===== config.mk =====
export PLATFORM = sky130hd
export DESIGN_NAME = fairy_fetch_stage
export DESIGN_NICKNAME = d
export VERILOG_FILES = /design/src/rtl/fairy_fetch_stage.sv
export SDC_FILE = /design/constraint.sdc
export NUM_CORES = 1
export LEC_CHECK = 0
export CAP_MARGIN = 10
export CORE_ASPECT_RATIO = 1.2
export CORE_MARGIN = 5
export CORE_UTILIZATION = 55
export DETAILED_ROUTE_END_ITERATION = 16
export HOLD_SLACK_MARGIN = 0.05
export PLACE_DENSITY = 0.87
export SETUP_SLACK_MARGIN = 0.5
export SLEW_MARGIN = 40
export SYNTH_ARGS = -nofsm -noshare
export SYNTH_HDL_FRONTEND = slang
export SYNTH_SLANG_ARGS = --single-unit
export TNS_END_PERCENT = 20

===== constraint.sdc =====
create_clock -name clk -period 6.2 [get_ports clk]
set_clock_uncertainty 0.2 [all_clocks]
set_input_delay 1.55 -clock clk [delete_from_list [all_inputs] [get_ports clk]]
set_output_delay 1.55 -clock clk [all_outputs]
set_load 0.02 [all_outputs]

===== src/rtl/fairy_fetch_stage.sv =====
// rtl/fairy_fetch_stage.sv - instruction fetch: PC, single-outstanding SRAM-like request, one-entry decode buffer
// Exception/ERET flush and redirect; decode branches honour the MIPS delay slot.
module fairy_fetch_stage #(
  parameter logic [31:0] RESET_PC   = 32'hBFC00000,
  parameter logic [31:0] EXC_VECTOR = 32'hBFC00380
) (
  input  logic        clk,
  input  logic        reset_n,
  input  logic        exception_i,
  input  logic        eret_i,
  input  logic [31:0] epc_i,
  input  logic        branch_valid_i,
  input  logic [31:0] branch_target_i,
  output logic        inst_req_o,
  output logic [31:0] inst_addr_o,
  input  logic        inst_addr_ok_i,
  input  logic        inst_data_ok_i,
  input  logic [31:0] inst_rdata_i,
  output logic        out_valid_o,
  input  logic        out_ready_i,
  output logic [31:0] inst_o,
  output logic [31:0] pc_o,
  output logic        adel_o
);

  typedef enum logic {S_REQ, S_DATA} state_t;

  state_t      state_q, state_d;
  logic [31:0] npc_q, npc_d;
  logic [31:0] out_pc_q, out_pc_d;
  logic        discard_q, discard_d;
  logic        buf_valid_q, buf_valid_d;
  logic [31:0] buf_inst_q, buf_inst_d;
  logic [31:0] buf_pc_q, buf_pc_d;
  logic        buf_adel_q, buf_adel_d;
  logic        pend_valid_q, pend_valid_d;
  logic [31:0] pend_target_q, pend_target_d;

  logic req;
  logic buf_free;
  logic aligned;
  logic addr_hs;
  logic data_hs;
  logic slot_unrequested;

  always_comb begin
    state_d       = state_q;
    npc_d         = npc_q;
    out_pc_d      = out_pc_q;
    discard_d     = discard_q;
    buf_valid_d   = buf_valid_q;
    buf_inst_d    = buf_inst_q;
    buf_pc_d      = buf_pc_q;
    buf_adel_d    = buf_adel_q;
    pend_valid_d  = pend_valid_q;
    pend_target_d = pend_target_q;

    buf_free = !buf_valid_q || out_ready_i;
    aligned  = (npc_q[1:0] == 2'b00);
    req      = reset_n && (state_q == S_REQ) && aligned && buf_free;
    addr_hs  = req && inst_addr_ok_i;
    data_hs  = (state_q == S_DATA) && inst_data_ok_i;
    // The branch being popped has its delay slot still sitting in npc.
    slot_unrequested = (npc_q == buf_pc_q + 32'd4);

    if (buf_valid_q && out_ready_i) begin
      buf_valid_d = 1'b0;
    end

    case (state_q)
      S_REQ: begin
        if (addr_hs) begin
          state_d  = S_DATA;
          out_pc_d = npc_q;
          if (pend_valid_q) begin
            npc_d        = pend_target_q;
            pend_valid_d = 1'b0;
          end else begin
            npc_d = npc_q + 32'd4;
          end
        end else if (reset_n && !aligned && buf_free) begin
          buf_valid_d = 1'b1;
          buf_inst_d  = 32'h0;
          buf_pc_d    = npc_q;
          buf_adel_d  = 1'b1;
        end
      end
      S_DATA: begin
        if (data_hs) begin
          state_d = S_REQ;
          if (discard_q) begin
            discard_d = 1'b0;
          end else begin
            buf_valid_d = 1'b1;
            buf_inst_d  = inst_rdata_i;
            buf_pc_d    = out_pc_q;
            buf_adel_d  = 1'b0;
          end
        end
      end
      default: state_d = S_REQ;
    endcase

    if (branch_valid_i) begin
      if (slot_unrequested && !addr_hs) begin
        pend_valid_d  = 1'b1;
        pend_target_d = branch_target_i;
      end else begin
        npc_d = branch_target_i;
      end
    end

    // Flush overrides everything above; a transaction still on the bus must be drained silently.
    if (exception_i || eret_i) begin
      npc_d        = exception_i ? EXC_VECTOR : epc_i;
      buf_valid_d  = 1'b0;
      pend_valid_d = 1'b0;
      if (addr_hs || ((state_q == S_DATA) && !data_hs)) begin
        state_d   = S_DATA;
        discard_d = 1'b1;
      end else begin
        state_d   = S_REQ;
        discard_d = 1'b0;
      end
    end
  end

  always_ff @(posedge clk) begin
    if (!reset_n) begin
      state_q       <= S_REQ;
      npc_q         <= RESET_PC;
      out_pc_q      <= 32'h0;
      discard_q     <= 1'b0;
      buf_valid_q   <= 1'b0;
      buf_inst_q    <= 32'h0;
      buf_pc_q      <= 32'h0;
      buf_adel_q    <= 1'b0;
      pend_valid_q  <= 1'b0;
      pend_target_q <= 32'h0;
    end else begin
      state_q       <= state_d;
      npc_q         <= npc_d;
      out_pc_q      <= out_pc_d;
      discard_q     <= discard_d;
      buf_valid_q   <= buf_valid_d;
      buf_inst_q    <= buf_inst_d;
      buf_pc_q      <= buf_pc_d;
      buf_adel_q    <= buf_adel_d;
      pend_valid_q  <= pend_valid_d;
      pend_target_q <= pend_target_d;
    end
  end

  assign inst_req_o  = req;
  assign inst_addr_o = npc_q;
  assign out_valid_o = buf_valid_q;
  assign inst_o      = buf_inst_q;
  assign pc_o        = buf_pc_q;
  assign adel_o      = buf_adel_q;

endmodule


==> results.md <==
- R2R Path End: inst_addr_o[2]$_SDFF_PN0_
- I/O Pins: roughly 200
- Gr ovfl total: 0
- Fin cells: between 1000 and 1500
- Synth Register Bits: about 170
- Yosys cell types: 63
- CTS HTree Levels: 4
- First-pass GRT wire length: about 45000 µm
- Power per cell area: around 230 nW/µm²
- Hold depth: 2
- Worst VDD drop: ~0.00017 V
- LEAKAGE: 3.72 nW
- Max FO, Critical Path: 9
- Startpoint types: primary input
- 1st-pass router iterations: 7
- Worst Hold End: out_pc_q[25]$_SDFFE_PN0P_
- Syn_area_per_cell: around 7.7 µm²
- Most frequent cells in the layout: clkdlybuf4s50_1 (201), dfxtp_1 (164), a21oi_1 (151)
- EDFF count, synth: 0
- Final period util: 0.801
- Root Buffer Master: clkbuf_16
- P&R area growth vs syn: 29.2%
- Worst-Margin Slew: 836 ps
- CTS sink cnt: 165
- Commonest non-fill, non-tap cell in the layout: clkdlybuf4s50_1
- DR vias/cell: approximately 6.5
- Avg WL per Cell: ~19 µm
- Total area of sequential cells: about 3300 µm²
- Yosys warns: 0
- Hold_sp: out_pc_q[25]$_SDFFE_PN0P_
- Post-CTS Setup Bufs: 0
- Fmax achieved: around 200 MHz
- IO buf count: a little over 200
- Rows: 50
- Max-cap violations: 0
- Iter 0 DRT Violations: about 1200
- FF-to-FF setup slack: 2220 ps
- Die area: about 19000 µm²
- Status: finished, final reports clean
- Hold Buf Count CTS: 0
- Worst Reg-to-Reg Cells: 9
- Cell area after synthesis: between 8000 and 9000 µm²
- Core Area: approximately 16000 µm²
- RSZ-0062 raised after global routing: false
- Main synth FF type: dfxtp_1
- Register area share after synthesis: 0.374
- GRT Total Usage: 0.294
- Filler cell count: ~1100
- Min-Delay Path Class: flip-flop to flip-flop
- Vias: about 9600
- Syn nets: roughly 1300
- Starting Density: 0.563
- Area of the multi-input gates: 5040 µm²
- FFs w/ async S/R, synth: 0
- Initial antenna violation count: 1
- Hold Fails Final Rpt: 0
- Crit Path Class: primary input to primary output
- Remaining antenna violation count: 0
- Max Root-Sink Buffers: 2
- Worst r2r src: pc_o[4]$_SDFFE_PN0P_
- Max-slew violations: 0
- Vias in the first global route: between 9000 and 10000
- Slew margin rel.: 0.438
- CTS resizes: 0
- Gpl congestion: ~0.89
- Pin count of the biggest net entering global routing: 81
- Synth Instances: between 1000 and 1500
- Final setup viols: 0
- CTS tree: done
- Fin crit period: 4970 ps
- DRT Wirelength: 28900 µm
- # DRC: 0
- Die Y-Extent: ~150 µm
- Crit path required time: about 4500 ps
- Data arrival, critical path: around 3200 ps
- Clock transition at path regs: approximately 70 ps
- Nets: around 1400
- Setup TNS: 0 ps
- Worst setup EP type: primary output
- Chip Width: between 100 and 150 µm
- CTS Buf Count: 17
- Clk_lat worst skew: 430 ps
- Cells after DPL: around 1500
- Layout cells sized above 1: 0.0532
- DP Wirelength: 19700 µm
## through the flow
step	util	total power (W)	hold WS (ps)	setup WS, ps	area, µm²
global placement	0.687	0.00162	241	1260	10800
detailed placement	0.689	0.00163	248	1250	10800
finish	0.727	0.00265	257	1230	11400
global route	0.727	0.00274	273	1210	11400
floorplan	-	0.00142	236	2290	8840
CTS	0.726	0.00265	260	1240	11400
## where the power goes
group | internal [W] | total [W] | switching (W)
clock | 0.000581 | 0.00103 | 0.000454
combinational | 0.000207 | 0.000434 | 0.000227
sequential | 0.00110 | 0.00118 | 0.0000808
## state kept, by name, summed over array words and instances (netlist names), 32 cells and up
signal / cells
inst_addr_o: 32
pend_target_q: 32
pc_o: 32
inst_o: 32
out_pc_q: 32
## how the worst max path moves through the flow
stage                           start                         to  slack [ps]  cells after the start
after floorplan           out_ready_i  inst_addr_o[7]$_SDFF_PN0_        2290                     10
after detailed placement      reset_n                 inst_req_o        1250                      5
after CTS                     reset_n                 inst_req_o        1240                      5
final                         reset_n                 inst_req_o        1230                      5
after global placement        reset_n                 inst_req_o        1260                      5
after global routing          reset_n                 inst_req_o        1210                      5
## logic make-up after synthesis
logic type | share of synthesized area
compound gates | 0.260
xor+xnor | 0.0347
fa+ha+maj | 0.00283
buf+inv | 0.0590
flops | 0.374
mux | 0.0412
simple gates | 0.228
## synth_stat cells, drive strengths merged (5+ instances only)
cell type,instances,share of area
o221ai,16,0.016
nand4,28,0.020
o211ai,6,0.0051
a21o,9,0.0076
mux2i,33,0.037
nand2b,5,0.0035
dfxtp,165,0.37
and4,10,0.0099
xnor2,15,0.015
buf,29,0.016
a21oi,151,0.085
or3,9,0.0064
nand3,91,0.052
and2,22,0.016
a31oi,5,0.0035
o21ai,63,0.036
clkbuf,90,0.038
nor4,12,0.0092
nor3,12,0.0068
xor2,20,0.020
nor2,75,0.032
a22oi,5,0.0042
a311o,24,0.027
a211oi,40,0.034
and3,15,0.011
inv,10,0.0042
nand2,123,0.052
## area by class of cell
type	count	share of cell area
antenna	1	0.000219
sequential	165	0.289
timing repair buffer	222	0.192
tap	208	0.0228
inverter	11	0.00373
clock buffer	20	0.0400
clock inverter	12	0.0106
multi-input combinational	849	0.441
## layer usage
metal  global-route usage  vias to the layer above  part of all wire
li1                     -                     4430                 -
met1                0.350                     4587              0.38
met2                0.504                      521              0.50
met3               0.0605                      109             0.085
met4                0.151                        0             0.042
met5                    0                        -                 0
## worst max-delay path, cell delays in order
cell,delay (ps)
clkdlybuf4s50_1,450
buf_4,170
nor2b_1,210
and3_1,200
clkdlybuf4s50_1,640
Note: power is estimated with default switching activity, not from simulation.
